$ cat src/rtl/mc_ctrl_pkg.sv
// Shared definitions for the multi-cycle RV32I control sequencer.
// Holds state encodings, opcode constants, ALUOp/ALUControl codes and mux
// select constants, plus small opcode helpers used by the top and the bench-facing debug port.
package mc_ctrl_pkg;

    typedef enum logic [3:0] {
        ST_FETCH    = 4'd0,
        ST_DECODE   = 4'd1,
        ST_MEMADR   = 4'd2,
        ST_MEMREAD  = 4'd3,
        ST_MEMWB    = 4'd4,
        ST_MEMWRITE = 4'd5,
        ST_EXECR    = 4'd6,
        ST_EXECI    = 4'd7,
        ST_ALUWB    = 4'd8,
        ST_JAL      = 4'd9,
        ST_BEQ      = 4'd10
    } state_t;

    localparam logic [6:0] OP_LW  = 7'b0000011;
    localparam logic [6:0] OP_SW  = 7'b0100011;
    localparam logic [6:0] OP_R   = 7'b0110011;
    localparam logic [6:0] OP_I   = 7'b0010011;
    localparam logic [6:0] OP_JAL = 7'b1101111;
    localparam logic [6:0] OP_BEQ = 7'b1100011;

    typedef enum logic [1:0] {
        ALUOP_ADD  = 2'b00,
        ALUOP_SUB  = 2'b01,
        ALUOP_FUNC = 2'b10
    } alu_op_t;

    localparam logic [2:0] ALUC_ADD = 3'b000;
    localparam logic [2:0] ALUC_SUB = 3'b001;
    localparam logic [2:0] ALUC_AND = 3'b010;
    localparam logic [2:0] ALUC_OR  = 3'b011;
    localparam logic [2:0] ALUC_SLT = 3'b101;

    localparam logic [1:0] RES_ALUOUT    = 2'b00;
    localparam logic [1:0] RES_READDATA  = 2'b01;
    localparam logic [1:0] RES_ALURESULT = 2'b10;

    localparam logic [1:0] SRCA_PC    = 2'b00;
    localparam logic [1:0] SRCA_OLDPC = 2'b01;
    localparam logic [1:0] SRCA_RS1   = 2'b10;

    localparam logic [1:0] SRCB_RS2  = 2'b00;
    localparam logic [1:0] SRCB_IMM  = 2'b01;
    localparam logic [1:0] SRCB_FOUR = 2'b10;

    localparam logic [1:0] IMM_I = 2'b00;
    localparam logic [1:0] IMM_S = 2'b01;
    localparam logic [1:0] IMM_B = 2'b10;
    localparam logic [1:0] IMM_J = 2'b11;

    // Immediate format depends only on the opcode, so it is valid in every state.
    function automatic logic [1:0] imm_src_of(input logic [6:0] opcode);
        logic [1:0] imm;
        imm = IMM_I;
        case (opcode)
            OP_SW:   imm = IMM_S;
            OP_BEQ:  imm = IMM_B;
            OP_JAL:  imm = IMM_J;
            default: imm = IMM_I;
        endcase
        return imm;
    endfunction

    function automatic logic is_supported(input logic [6:0] opcode);
        return (opcode == OP_LW) || (opcode == OP_SW) || (opcode == OP_R) ||
               (opcode == OP_I)  || (opcode == OP_JAL) || (opcode == OP_BEQ);
    endfunction

endpackage

$ cat src/rtl/mc_alu_decoder.sv
// ALU decoder: maps ALUOp plus func3/func7/opcode to the 3-bit ALUControl code.
// Purely combinational, zero latency; no flow control.
// Ports: alu_op, opcode, func3, func7 in; alu_control out.
module mc_alu_decoder
    import mc_ctrl_pkg::*;
(
    input  alu_op_t     alu_op,
    input  logic [6:0]  opcode,
    input  logic [2:0]  func3,
    input  logic [6:0]  func7,
    output logic [2:0]  alu_control
);

    // Only func7[5] distinguishes add/sub; the other bits are don't-care here.
    logic unused_func7;
    assign unused_func7 = ^{func7[6], func7[4:0]};

    always_comb begin
        alu_control = ALUC_ADD;
        case (alu_op)
            ALUOP_ADD: alu_control = ALUC_ADD;
            ALUOP_SUB: alu_control = ALUC_SUB;
            ALUOP_FUNC: begin
                case (func3)
                    // I-type addi has no sub form, so func7[5] only matters for R-type.
                    3'b000:  alu_control = ((opcode == OP_R) && func7[5]) ? ALUC_SUB : ALUC_ADD;
                    3'b010:  alu_control = ALUC_SLT;
                    3'b110:  alu_control = ALUC_OR;
                    3'b111:  alu_control = ALUC_AND;
                    default: alu_control = ALUC_ADD;
                endcase
            end
            default: alu_control = ALUC_ADD;
        endcase
    end

endmodule

$ cat src/rtl/multicycle_control_fsm.sv
// Multi-cycle RV32I control sequencer (lw, sw, R/I ALU, beq, jal) as a Moore FSM.
// Latency: lw 5, sw/R/I/jal 4, beq 3 cycles with zero wait states; outputs decoded from state.
// Backpressure: FETCH and MEMREAD/MEMWRITE hold until mem_ready; mem_req/MemWrite stay up meanwhile.
// Ports: clk, rst (sync, active-low), instruction fields, Zero, mem_ready in; datapath controls,
// illegal_instr and fsm_state out. Define MC_PERF_CNT_EN to add cycle_cnt/instret_cnt counters.
module multicycle_control_fsm
    import mc_ctrl_pkg::*;
#(
    parameter int CNT_W = 32
)
(
    input  logic              clk,
    input  logic              rst,
    input  logic [6:0]        Opcode,
    input  logic [2:0]        func3,
    input  logic [6:0]        func7,
    input  logic              Zero,
    input  logic              mem_ready,
    output logic              mem_req,
    output logic              PCWrite,
    output logic              AdrSrc,
    output logic              MemWrite,
    output logic              IRWrite,
    output logic [1:0]        ResultSrc,
    output logic [1:0]        ALUSrcA,
    output logic [1:0]        ALUSrcB,
    output logic [2:0]        ALUControl,
    output logic [1:0]        ImmSrc,
    output logic              RegWrite,
    output logic              illegal_instr,
    output logic [3:0]        fsm_state
`ifdef MC_PERF_CNT_EN
    ,
    output logic [CNT_W-1:0]  cycle_cnt,
    output logic [CNT_W-1:0]  instret_cnt
`endif
);

    state_t     state;
    alu_op_t    alu_op;
    logic       pc_update;
    logic       branch;
    logic [2:0] alu_control_raw;

    always_ff @(posedge clk) begin
        if (!rst) begin
            state <= ST_FETCH;
        end else begin
            case (state)
                ST_FETCH:    if (mem_ready) state <= ST_DECODE;
                ST_DECODE: begin
                    case (Opcode)
                        OP_LW, OP_SW: state <= ST_MEMADR;
                        OP_R:         state <= ST_EXECR;
                        OP_I:         state <= ST_EXECI;
                        OP_JAL:       state <= ST_JAL;
                        OP_BEQ:       state <= ST_BEQ;
                        default:      state <= ST_FETCH;
                    endcase
                end
                ST_MEMADR:   state <= (Opcode == OP_SW) ? ST_MEMWRITE : ST_MEMREAD;
                ST_MEMREAD:  if (mem_ready) state <= ST_MEMWB;
                ST_MEMWB:    state <= ST_FETCH;
                ST_MEMWRITE: if (mem_ready) state <= ST_FETCH;
                ST_EXECR:    state <= ST_ALUWB;
                ST_EXECI:    state <= ST_ALUWB;
                ST_ALUWB:    state <= ST_FETCH;
                ST_JAL:      state <= ST_ALUWB;
                ST_BEQ:      state <= ST_FETCH;
                default:     state <= ST_FETCH;
            endcase
        end
    end

    mc_alu_decoder u_alu_decoder (
        .alu_op      (alu_op),
        .opcode      (Opcode),
        .func3       (func3),
        .func7       (func7),
        .alu_control (alu_control_raw)
    );

    // Whole decode is gated by rst so a reset mid-instruction suppresses
    // RegWrite/MemWrite in the same cycle rst falls.
    always_comb begin
        mem_req       = 1'b0;
        PCWrite       = 1'b0;
        AdrSrc        = 1'b0;
        MemWrite      = 1'b0;
        IRWrite       = 1'b0;
        ResultSrc     = RES_ALUOUT;
        ALUSrcA       = SRCA_PC;
        ALUSrcB       = SRCB_RS2;
        ImmSrc        = IMM_I;
        RegWrite      = 1'b0;
        illegal_instr = 1'b0;
        fsm_state     = 4'd0;
        alu_op        = ALUOP_ADD;
        pc_update     = 1'b0;
        branch        = 1'b0;
        if (rst) begin
            fsm_state = state;
            ImmSrc    = imm_src_of(Opcode);
            case (state)
                ST_FETCH: begin
                    mem_req   = 1'b1;
                    ALUSrcB   = SRCB_FOUR;
                    ResultSrc = RES_ALURESULT;
                    IRWrite   = mem_ready;
                    pc_update = mem_ready;
                end
                ST_DECODE: begin
                    ALUSrcA       = SRCA_OLDPC;
                    ALUSrcB       = SRCB_IMM;
                    illegal_instr = !is_supported(Opcode);
                end
                ST_MEMADR: begin
                    ALUSrcA = SRCA_RS1;
                    ALUSrcB = SRCB_IMM;
                end
                ST_MEMREAD: begin
                    mem_req = 1'b1;
                    AdrSrc  = 1'b1;
                end
                ST_MEMWB: begin
                    ResultSrc = RES_READDATA;
                    RegWrite  = 1'b1;
                end
                ST_MEMWRITE: begin
                    mem_req  = 1'b1;
                    AdrSrc   = 1'b1;
                    MemWrite = 1'b1;
                end
                ST_EXECR: begin
                    ALUSrcA = SRCA_RS1;
                    ALUSrcB = SRCB_RS2;
                    alu_op  = ALUOP_FUNC;
                end
                ST_EXECI: begin
                    ALUSrcA = SRCA_RS1;
                    ALUSrcB = SRCB_IMM;
                    alu_op  = ALUOP_FUNC;
                end
                ST_ALUWB: begin
                    RegWrite = 1'b1;
                end
                ST_JAL: begin
                    ALUSrcA   = SRCA_OLDPC;
                    ALUSrcB   = SRCB_FOUR;
                    pc_update = 1'b1;
                end
                ST_BEQ: begin
                    ALUSrcA = SRCA_RS1;
                    ALUSrcB = SRCB_RS2;
                    alu_op  = ALUOP_SUB;
                    branch  = 1'b1;
                end
                default: ;
            endcase
            PCWrite = pc_update | (branch & Zero);
        end
    end

    assign ALUControl = rst ? alu_control_raw : 3'b000;

`ifdef MC_PERF_CNT_EN
    logic retire;

    assign retire = (state == ST_MEMWB) || (state == ST_ALUWB) || (state == ST_BEQ) ||
                    ((state == ST_MEMWRITE) && mem_ready);

    always_ff @(posedge clk) begin
        if (!rst) begin
            cycle_cnt   <= '0;
            instret_cnt <= '0;
        end else begin
            cycle_cnt <= cycle_cnt + CNT_W'(1);
            if (retire) instret_cnt <= instret_cnt + CNT_W'(1);
        end
    end
`else
    // Keeps CNT_W referenced when the counters are compiled out.
    logic [CNT_W-1:0] unused_cnt_w;
    assign unused_cnt_w = '0;
`endif

endmodule

$ cat config.mk
export PLATFORM = sky130hd
export DESIGN_NAME = multicycle_control_fsm
export DESIGN_NICKNAME = d
export VERILOG_FILES = /design/src/rtl/mc_ctrl_pkg.sv /design/src/rtl/mc_alu_decoder.sv /design/src/rtl/multicycle_control_fsm.sv
export SDC_FILE = /design/constraint.sdc
export NUM_CORES = 1
export LEC_CHECK = 0
export CORE_MARGIN = 8
export CORE_UTILIZATION = 36
export DETAILED_ROUTE_END_ITERATION = 10
export PLACE_DENSITY = 0.86
export SYNTH_ARGS = -nofsm -noshare
export SYNTH_HDL_FRONTEND = slang
export SYNTH_SLANG_ARGS = --single-unit
$ cat constraint.sdc
create_clock -name clk -period 2.6 [get_ports clk]
set_clock_uncertainty 0.05 [all_clocks]
set_input_delay 0.78 -clock clk [delete_from_list [all_inputs] [get_ports clk]]
set_output_delay 0.78 -clock clk [all_outputs]
set_load 0.01 [all_outputs]
==> run_results.csv, run 1 <==
group,metric,value,unit
run_status,outcome,"complete, but fails checks",
run_status,violations,"negative setup slack",
final_layout,n_antenna_cell,0,
timing,slew-limit-headroom,61.8,%
worst_setup_path,worst_reg2reg_path_startpoint,"state[0]",
clock_network,cts.sink_count,4,
timing,timing.hold.ws,0.657,ns
placement,globalplace.congestion,0.841,
synth,ys_seq_area_share,11.9,%
flow_run,max_cap_violations,0,
routing,routedWlPerCell,18.3,um
clock_network,ctsLongestPathBuffers,2,
timing,layout_setup_ws,-0.0617,ns
worst_setup_path,cp_slowest_stage_delay,0.27,ns
worst_setup_path,start_kind,"input pin",
power,powerDensity,202,mW/mm2
final_layout,layout.cells.most_common,"sky130_fd_sc_hd__buf_4",
floorplan,die_h,59.2,um
global_route,antenna_found_initial,0,
final_layout,final_area,0.00140,mm2
power,leakagePower,0.725,nW
worst_setup_path,crit_arrival,1.83,ns
global_route,grt_max_degree,14,
floorplan,std_cell_rows,15,
hold_path,startpoint_of_the_lowest_slack_hold_path,"state[0]",
routing,antenna_left,0,
routing,totalWireLength,3.69,mm
placement,dp.final_hpwl,2.22,mm
final_layout,fillers,128,
timing,timing.fmax,376,MHz
routing,dr.pass1.iters,4,
global_route,grt_pass1_vias,1177,
worst_setup_path,crit_chain,"buf_8, nand2_4, or2_4, inv_4, ha_4, nand4_1, nor3_2, buf_2",
placement,numPortBuffers,36,
hold_path,worst_hold_path_type,"register to register",
final_layout,top_registers,"state: 4 flops",
routing,drt_first_iter_violations,36,
worst_setup_path,crit_fanout,3,
floorplan,ios,43,
routing,post-route-drc-count,0,
clock_network,clock_latency,0.25,ns
routing,routed_vias,1141,
clock_network,tritoncts_clock_tree,"built",
worst_setup_path,slowest_library_cell_on_the_worst_path,"sky130_fd_sc_hd__or2_4",
worst_setup_path,ff2ff_path_depth,4,
clock_network,clkSlewWorstSetupHoldPaths,0.04,ns
worst_setup_path,timing.reg2reg.setup_slack,1.26,ns
floorplan,design.die.area,0.00351,mm2
synth,synth_fp_nets,126,
timing,final_hold_viol_count,0,
floorplan,die-width,59.2,um
global_route,grt_remaining_overflow,0,
worst_setup_path,timing.rr.end,"state[2]",
worst_setup_path,timing_worst_setup_path_type,"input pin to output port",
synth,synth_warnings,0,
final_layout,drive_gt1_share,46.3,%
timing,rsz0062_at_grt,"true",
final_layout,largest_register_ff_count,4,
floorplan,initial_utilization,38.6,%
global_route,track_usage,19.0,%
clock_network,cts.root.buffer_cell,"sky130_fd_sc_hd__clkbuf_4",
timing,fin_crit_sh,102,%
final_layout,seqCellArea,81.3,um2
timing,period_minus_slack,2.66,ns
placement,post_dp_cell_area,0.00130,mm2
clock_network,cts-htree-levels,1,
synth,synth.cell_area,673,um2
synth,post_synthesis_cells,103,
clock_network,ctsHoldBuffers,0,
floorplan,core_area,0.00175,mm2
synth,postSynthAreaPerCell,6.54,um2
clock_network,cts_inserted_buffers,3,
final_layout,top_register,"state",
synth,post_synth_num_cell_types,37,
final_layout,number_of_nets_at_the_end_of_the_flow,202,
worst_setup_path,endpoint_kind,"output port",
final_layout,layout_common_cells,"36 x sky130_fd_sc_hd__buf_4, 15 x sky130_fd_sc_hd__dlygate4sd2_1, 11 x sky130_fd_sc_hd__buf_2",
timing,worst_tran_pin_value,0.559,ns
synth,yosys_register_bits,4,
final_layout,multi_input_area,646,um2
worst_setup_path,critical_path_required,1.77,ns
power,max-vdd-ir-drop,181,uV
timing,finalSetupViolCount,2,
final_layout,synthToLayoutAreaGrowth,108,%
routing,viasPerCell,5.65,
hold_path,holdPathStages,3,
hold_path,capture_endpoint_of_the_worst_hold_path,"state[2]",
timing,finalMaxSlewViolations,0,
global_route,grt_first_pass_wirelength,5.15,mm
## layout make-up
cell class | count | area share [%]
Sequential cell | 4 | 5.80
Inverter | 6 | 1.79
Timing Repair Buffer | 76 | 42.5
Tap cell | 25 | 2.23
Clock buffer | 3 | 1.61
Multi-Input combinational cell | 88 | 46.1
## critical path, delay by kind of cell
family / cells / cell delay [ns]
and+or+nand+nor: 4 / 0.59
buffers and inverters: 3 / 0.31
adders and majority gates: 1 / 0.15
## metrics by stage
stage	utilization (%)	std cells	worst slack, ns	total power [W]	TNS [ns]
floorplan	-	103	0.00888	0.000107	0
global placement	74.3	194	-0.898	0.000182	-12.95
detailed placement	74.3	194	-0.969	0.000186	-13.57
CTS	78.6	201	-0.00250	0.000275	-0.00250
global route	80.3	202	-0.112	0.000294	-0.221
finish	80.3	202	-0.0617	0.000283	-0.0940
## layer usage
metal  part of all wire, %  vias to the layer above  global-route usage, %
li1                      -                      520                      -
met1                    36                      522                   17.3
met2                    50                       72                   33.7
met3                   8.3                       27                   7.16
met4                   5.3                        0                   13.7
met5                     0                        -                      0
## cell usage after synthesis
cell | number | area (um2)
sky130_fd_sc_hd__a2111oi_0 | 1 | 8.76
sky130_fd_sc_hd__a211oi_1 | 1 | 7.51
sky130_fd_sc_hd__a21oi_1 | 7 | 35.0
sky130_fd_sc_hd__a22oi_1 | 1 | 7.51
sky130_fd_sc_hd__a31oi_1 | 3 | 18.8
sky130_fd_sc_hd__a32oi_1 | 1 | 8.76
sky130_fd_sc_hd__a41o_1 | 1 | 10.0
sky130_fd_sc_hd__and2_1 | 5 | 31.3
sky130_fd_sc_hd__and3_1 | 4 | 25.0
sky130_fd_sc_hd__and4_1 | 1 | 8.76
sky130_fd_sc_hd__and4b_1 | 1 | 10.0
sky130_fd_sc_hd__buf_2 | 1 | 5.00
sky130_fd_sc_hd__buf_4 | 1 | 7.51
sky130_fd_sc_hd__buf_6 | 1 | 11.3
sky130_fd_sc_hd__clkbuf_1 | 2 | 7.51
sky130_fd_sc_hd__dfxtp_1 | 4 | 80.1
sky130_fd_sc_hd__ha_1 | 2 | 25.0
sky130_fd_sc_hd__inv_1 | 6 | 22.5
sky130_fd_sc_hd__nand2_1 | 11 | 41.3
sky130_fd_sc_hd__nand2b_1 | 7 | 43.8
sky130_fd_sc_hd__nand2b_4 | 1 | 13.8
sky130_fd_sc_hd__nand3_1 | 2 | 10.0
sky130_fd_sc_hd__nand4_1 | 2 | 12.5
sky130_fd_sc_hd__nor2_1 | 11 | 41.3
sky130_fd_sc_hd__nor2b_1 | 4 | 25.0
sky130_fd_sc_hd__nor3_1 | 4 | 20.0
sky130_fd_sc_hd__nor3_2 | 1 | 10.0
sky130_fd_sc_hd__nor3b_1 | 1 | 7.51
sky130_fd_sc_hd__o21a_1 | 1 | 7.51
sky130_fd_sc_hd__o21ai_0 | 3 | 15.0
sky130_fd_sc_hd__o22ai_1 | 3 | 18.8
sky130_fd_sc_hd__o311a_1 | 1 | 10.0
sky130_fd_sc_hd__o31ai_1 | 1 | 7.51
sky130_fd_sc_hd__or2_2 | 2 | 12.5
sky130_fd_sc_hd__or3_4 | 1 | 11.3
sky130_fd_sc_hd__xnor2_1 | 2 | 17.5
sky130_fd_sc_hd__xor2_1 | 2 | 17.5
## worst max-delay path by stage
stage	startpoint	end	slack [ns]	depth (start not counted)
after floorplan	rst	ALUControl[0]	0.009	4
after CTS	Opcode[0]	ALUControl[0]	-0.002	6
final	rst	ALUControl[2]	-0.06	8
after global placement	rst	ALUControl[0]	-0.90	6
after global routing	rst	ALUControl[2]	-0.11	8
after detailed placement	rst	ALUControl[0]	-0.97	8
## report_power, final
part	leakage [nW]	switching, W	internal, W	total [W]
Clock	0.0138	0.0000349	0.0000523	0.0000872
Sequential	0.0330	0.000000657	0.0000627	0.0000633
Combinational	0.678	0.0000628	0.0000695	0.000132
## repair_timing
item,in CTS,in global routing
setup buffers,4,1
gates resized for setup,96,16
cloned,0,0
setup endpoints to repair,22,7
pin swaps,16,12
## cell families (layout without fill, tap and decap cells)
kind of cell / count (synthesis) / in the layout / share of synthesized area, %
AO/OA/AOI/OAI: 24 / 24 / 23.0
XOR/XNOR: 4 / 4 / 5.21
buffers and inverters: 11 / 85 / 7.99
AND/OR/NAND/NOR: 58 / 58 / 48.1
flip-flops: 4 / 4 / 11.9
adder cells (fa/ha/maj): 2 / 2 / 3.72
Note: power is estimated with default switching activity, not from simulation.
==> run 2, diff against run 1 <==
--- a/config.mk
+++ b/config.mk
@@ -8,6 +8,7 @@
 export CORE_MARGIN = 8
 export CORE_UTILIZATION = 36
 export DETAILED_ROUTE_END_ITERATION = 10
+export GPL_ROUTABILITY_DRIVEN = 0
 export PLACE_DENSITY = 0.86
 export SYNTH_ARGS = -nofsm -noshare
 export SYNTH_HDL_FRONTEND = slang
==> results of run 2 <==
The final DEF is identical to that of run 1; final timing and power are the same.
